--- src/rtl/core_pkg.sv ---
// Shared core constants: datapath width, register index width and ctrl-bit positions.
package core_pkg;
  localparam int XLEN          = 32;
  localparam int REG_ADDR_W    = 5;
  localparam int CTRL_REGWRITE = 0;
  localparam int CTRL_MEMTOREG = 1;

  function automatic logic [1:0] occ_count(input logic a, input logic b);
    return {1'b0, a} + {1'b0, b};
  endfunction
endpackage

--- src/rtl/pipe_entry.sv ---
// One pipeline storage slot: valid bit plus payload, ctrl and rd fields.
module pipe_entry
  import core_pkg::*;
#(
  parameter int DATA_W = 2 * XLEN,
  parameter int CTRL_W = 2,
  parameter int RD_W   = REG_ADDR_W
) (
  input  logic              clock,
  input  logic              reset,
  input  logic              load_i,
  input  logic              clear_i,
  input  logic [DATA_W-1:0] data_i,
  input  logic [CTRL_W-1:0] ctrl_i,
  input  logic [RD_W-1:0]   rd_i,
  output logic              valid_o,
  output logic [DATA_W-1:0] data_o,
  output logic [CTRL_W-1:0] ctrl_o,
  output logic [RD_W-1:0]   rd_o
);
  logic              valid_q, valid_d;
  logic [DATA_W-1:0] data_q, data_d;
  logic [CTRL_W-1:0] ctrl_q, ctrl_d;
  logic [RD_W-1:0]   rd_q, rd_d;

  // Clearing zeroes ctrl/rd so an empty slot reads as a bubble; payload is left stale.
  always_comb begin
    valid_d = valid_q;
    data_d  = data_q;
    ctrl_d  = ctrl_q;
    rd_d    = rd_q;
    if (clear_i) begin
      valid_d = 1'b0;
      ctrl_d  = '0;
      rd_d    = '0;
    end else if (load_i) begin
      valid_d = 1'b1;
      data_d  = data_i;
      ctrl_d  = ctrl_i;
      rd_d    = rd_i;
    end
  end

  always_ff @(posedge clock) begin
    if (reset) begin
      valid_q <= 1'b0;
      data_q  <= '0;
      ctrl_q  <= '0;
      rd_q    <= '0;
    end else begin
      valid_q <= valid_d;
      data_q  <= data_d;
      ctrl_q  <= ctrl_d;
      rd_q    <= rd_d;
    end
  end

  assign valid_o = valid_q;
  assign data_o  = data_q;
  assign ctrl_o  = ctrl_q;
  assign rd_o    = rd_q;
endmodule

--- src/rtl/pipe_stage_skid.sv ---
// Flow-controlled pipeline stage register with optional skid slot for a registered in_ready.
module pipe_stage_skid
  import core_pkg::*;
#(
  parameter int DATA_W = 2 * XLEN,
  parameter int CTRL_W = 2,
  parameter int RD_W   = REG_ADDR_W,
  parameter int SKID   = 1
) (
  input  logic              clock,
  input  logic              reset,
  input  logic              in_valid,
  output logic              in_ready,
  input  logic [DATA_W-1:0] in_data,
  input  logic [CTRL_W-1:0] in_ctrl,
  input  logic [RD_W-1:0]   in_rd,
  input  logic              flush,
  output logic              out_valid,
  input  logic              out_ready,
  output logic [DATA_W-1:0] out_data,
  output logic [CTRL_W-1:0] out_ctrl,
  output logic [RD_W-1:0]   out_rd,
  output logic [1:0]        occupancy
);
  logic              head_v, skid_v;
  logic [DATA_W-1:0] skid_data;
  logic [CTRL_W-1:0] skid_ctrl;
  logic [RD_W-1:0]   skid_rd;
  logic              accept, drain;
  logic              head_load, head_clear, head_from_skid;
  logic [DATA_W-1:0] head_data_in;
  logic [CTRL_W-1:0] head_ctrl_in;
  logic [RD_W-1:0]   head_rd_in;

  assign accept = in_valid & in_ready;
  assign drain  = head_v & out_ready;

  // The skid entry is always older than a new accept, so it has priority into the head.
  always_comb begin
    head_load      = 1'b0;
    head_clear     = 1'b0;
    head_from_skid = 1'b0;
    if (flush) begin
      head_clear = 1'b1;
    end else if (!head_v) begin
      head_load = accept;
    end else if (drain) begin
      if (skid_v) begin
        head_load      = 1'b1;
        head_from_skid = 1'b1;
      end else if (accept) begin
        head_load = 1'b1;
      end else begin
        head_clear = 1'b1;
      end
    end
  end

  assign head_data_in = head_from_skid ? skid_data : in_data;
  assign head_ctrl_in = head_from_skid ? skid_ctrl : in_ctrl;
  assign head_rd_in   = head_from_skid ? skid_rd   : in_rd;

  pipe_entry #(.DATA_W(DATA_W), .CTRL_W(CTRL_W), .RD_W(RD_W)) u_head (
    .clock   (clock),
    .reset   (reset),
    .load_i  (head_load),
    .clear_i (head_clear),
    .data_i  (head_data_in),
    .ctrl_i  (head_ctrl_in),
    .rd_i    (head_rd_in),
    .valid_o (head_v),
    .data_o  (out_data),
    .ctrl_o  (out_ctrl),
    .rd_o    (out_rd)
  );

  generate
    if (SKID != 0) begin : gen_skid
      logic skid_load, skid_clear;
      // Skid fills only when the head is stuck; in_ready=~skid_v guarantees it is free then.
      assign skid_load  = ~flush & accept & head_v & ~drain;
      assign skid_clear = flush | (drain & skid_v);
      assign in_ready   = ~skid_v;

      pipe_entry #(.DATA_W(DATA_W), .CTRL_W(CTRL_W), .RD_W(RD_W)) u_skid (
        .clock   (clock),
        .reset   (reset),
        .load_i  (skid_load),
        .clear_i (skid_clear),
        .data_i  (in_data),
        .ctrl_i  (in_ctrl),
        .rd_i    (in_rd),
        .valid_o (skid_v),
        .data_o  (skid_data),
        .ctrl_o  (skid_ctrl),
        .rd_o    (skid_rd)
      );
    end else begin : gen_noskid
      assign skid_v    = 1'b0;
      assign skid_data = '0;
      assign skid_ctrl = '0;
      assign skid_rd   = '0;
      assign in_ready  = ~head_v | out_ready;
    end
  endgenerate

  assign out_valid = head_v;
  assign occupancy = occ_count(head_v, skid_v);
endmodule
--- config.mk ---
export PLATFORM = sky130hd
export DESIGN_NAME = pipe_stage_skid
export DESIGN_NICKNAME = d
export VERILOG_FILES = /design/src/rtl/core_pkg.sv /design/src/rtl/pipe_entry.sv /design/src/rtl/pipe_stage_skid.sv
export SDC_FILE = /design/constraint.sdc
export NUM_CORES = 1
export LEC_CHECK = 0
export ABC_AREA = 1
export BUFFER_PORTS_ARGS = -buffer_cell sky130_fd_sc_hd__buf_2
export CORE_MARGIN = 10
export CORE_UTILIZATION = 40
export DETAILED_ROUTE_END_ITERATION = 16
export PLACE_DENSITY = 0.67
export SLEW_MARGIN = 20
export SYNTH_ARGS = -nofsm -noshare
export SYNTH_HDL_FRONTEND = slang
export SYNTH_SLANG_ARGS = --single-unit
--- constraint.sdc ---
create_clock -name clock -period 1.8 [get_ports clock]
set_clock_uncertainty 0.2 [all_clocks]
set_input_delay 0.36 -clock clock [delete_from_list [all_inputs] [get_ports clock]]
set_output_delay 0.36 -clock clock [all_outputs]
set_load 0.005 [all_outputs]
==> flow_metrics.tcl <==
set metrics [dict create \
    status "complete, no violations" \
    die_w_um 147 \
    grt_overflow 0 \
    grt_pass1_wl_um 29100 \
    layout_min_cycle_time_ns 1.72 \
    syn_area_um2 6410 \
    num-nets-final 1224 \
    diodes 0 \
    dp.cells 1339 \
    yosysTopAreaCell "dfxtp_1" \
    synth_nets 1090 \
    setup_tns_ns 0 \
    worstSetupStartpoint "u_head.valid_o" \
    maxCapViolations 0 \
    critPathMaxFanout 5 \
    postSynthCellCount 1013 \
    finalPower_mw 7.46 \
    tightestPinTransition_ns 0.317 \
    drt-wirelength-per-cell_um 12.6 \
    cp-start-kind "flip-flop" \
    numPortBuffers 150 \
    crit_buf_inv 1 \
    crit_path_cell_trace "ha_1, buf_2" \
    drtAntennaViolNets 0 \
    dr.pass1.iters 4 \
    crit_type "flip-flop to output port" \
    cts_tree "done" \
    dpl.hpwl_um 11400 \
    ff2ff_path_depth 8 \
    min_from "in_data[36]" \
    ys_types 19 \
    finalNonFillerCells 1374 \
    post-cts-setup-buffers 0 \
    drtIter0Drc 333 \
    hold_viol_final 0 \
    fin_ws_ns 0.0816 \
    first_global_vias 5810 \
    dr_total_vias 6283 \
    ys_ff_latch 144 \
    rsz0062_at_grt "false" \
    crit_family "flip-flops" \
    required_ns 1.24 \
    fin_crit_sh_pct 95.5 \
    grt_max_degree 59 \
    powerDensity_nw_per_um2 923 \
    cp.arrival_ns 1.16 \
    worst_ir_drop_vdd_v 0.000615 \
    yosysSeqAreaShare_pct 45.0 \
    synth_edf_count 0 \
    drc 0 \
    cts_sinks 144 \
    coreArea_um2 15800 \
    setup-violations-final 0 \
    crit_path_top_delay_cell "dfxtp_2" \
    start_util_pct 40.6 \
    min_path_cells 3 \
    clk_pin_slew_ns 0.06 \
    postLayoutCoreUtil_pct 51.2 \
    endpoint_kind "output port" \
    die_area_um2 21500 \
    die_y_um 147 \
    syn_area_per_cell_um2 6.33 \
    clock_latency_ns 0.41 \
    ctsLongestPathBuffers 2 \
    pin_count 151 \
    synth_top_cell_area_share_pct 45.0 \
    synth_ff_type "dfxtp_1" \
    drive_gt1_share_pct 18.2 \
    syn_to_final_growth_pct 26.0 \
    htree_levels 4 \
    reg2reg_from "gen_skid.u_skid.valid_o" \
    synthArstFlopShare_pct 0 \
    num-fill-cells 1639 \
    finalMaxSlewViolations 0 \
    clock-root-buffer "clkbuf_16" \
    post-place-ws_ns 0.111 \
    core.rowCount 46 \
    p_leak_nw 4.13 \
    synth_commonest_cells "nand2_1 (302), nor2_1 (273), dfxtp_1 (144), inv_1 (74), nand3_1 (72)" \
    cts_buffers 17 \
    globalplace.congestion 0.756 \
    antenna_found_initial 2 \
    maxSlewHeadroom_pct 78.8 \
    wl_um 17300 \
    synth.top_cells.by_area "dfxtp_1 (45%), nand2_1 (18%), nor2_1 (16%), nand3_1 (5.6%), o21ai_0 (5.0%)" \
    viasPerCell 4.57 \
    path_depth 2 \
    hold_path.class "input port to flip-flop" \
    track_usage_pct 16.0 \
    synth_most_common_cell "nand2_1" \
    fmax_mhz 582 \
    yosysWarnings 0 \
    slowest_delay_ns 0.34 \
]
-- final timing paths --
check                                                  end  slack, ns
worst max-delay path                          occupancy[0]       0.08
worst min-delay path            gen_skid.u_skid.data_o[36]       0.02
worst max register to register           u_head.data_o[47]       0.15
worst min register to register     gen_skid.u_skid.rd_o[0]       0.27
-- state kept, by name, summed over array words and instances (netlist names) --
register,count
gen_skid.u_skid.ctrl_o,2
u_head.ctrl_o,2
gen_skid.u_skid.rd_o,5
gen_skid.u_skid.data_o,64
u_head.rd_o,5
u_head.data_o,64
u_head.valid_o,1
gen_skid.u_skid.valid_o,1
-- final cells by class --
class,instances,area (um2),share of cell area [%]
clock inverter,7,62.6,0.774
sequential,144,2890,35.7
multi-input combinational,727,2950,36.5
tap,216,270,3.35
inverter,77,290,3.59
timing repair buffer,180,1150,14.3
clock buffer,23,468,5.79
-- logic make-up after synthesis --
group | Yosys count | synth area share (%)
flip-flops | 144 | 45.0
AND/OR/NAND/NOR | 650 | 39.7
buffers and inverters | 142 | 9.12
AO/OA/AOI/OAI | 76 | 5.99
adder cells (fa/ha/maj) | 1 | 0.195
-- report_power, final --
part	internal (mW)	leakage (nW)	switching [mW]	total, mW
combinational	0.350	2.70	0.476	0.826
sequential	3.33	1.18	0.0653	3.39
clock	1.95	0.262	1.29	3.24
-- per-layer routing --
metal	share of wire, %	wire, um	vias up	GRT usage (%)
li1	-	-	3341	-
met1	46	8060	2781	20.2
met2	46	8030	134	25.6
met3	5.6	967	23	4.76
met4	1.4	244	4	5.31
met5	0.16	27	-	0
-- metrics by stage --
stage | hold slack, ns | area [um2]
floorplan | 0.246 | 6410
global placement | 0.253 | 7490
detailed placement | 0.259 | 7490
CTS | 0.000447 | 8080
global route | 0.00727 | 8080
finish | 0.0155 | 8080
-- worst min-delay path: stages --
cell and delay [ns]:
buf_2 0.08, o21ai_0 0.07, nor2_1 0.07
-- cells in the final DEF (no fill, tap or decap), drive strengths merged --
cell type	synthesis	layout
nand2	303	303
nor2	274	274
buf	32	175
dfxtp	144	144
inv	77	76
nand3	73	73
o21ai	65	65
clkbuf	33	23
a21oi	9	9
clkinv	0	6
dlygate4sd3	0	5
a31oi	1	1
o21a	1	1
ha	1	1
bufinv	0	1
clkinvlp	0	1
-- what timing repair did --
item,4_1_cts,5_1_grt
endpoints found under the hold margin,5,0
hold buffers,5,0
gates resized for setup,1,1
setup endpoints to repair,1,1
No activity file was read; power rests on OpenSTA's default activity.
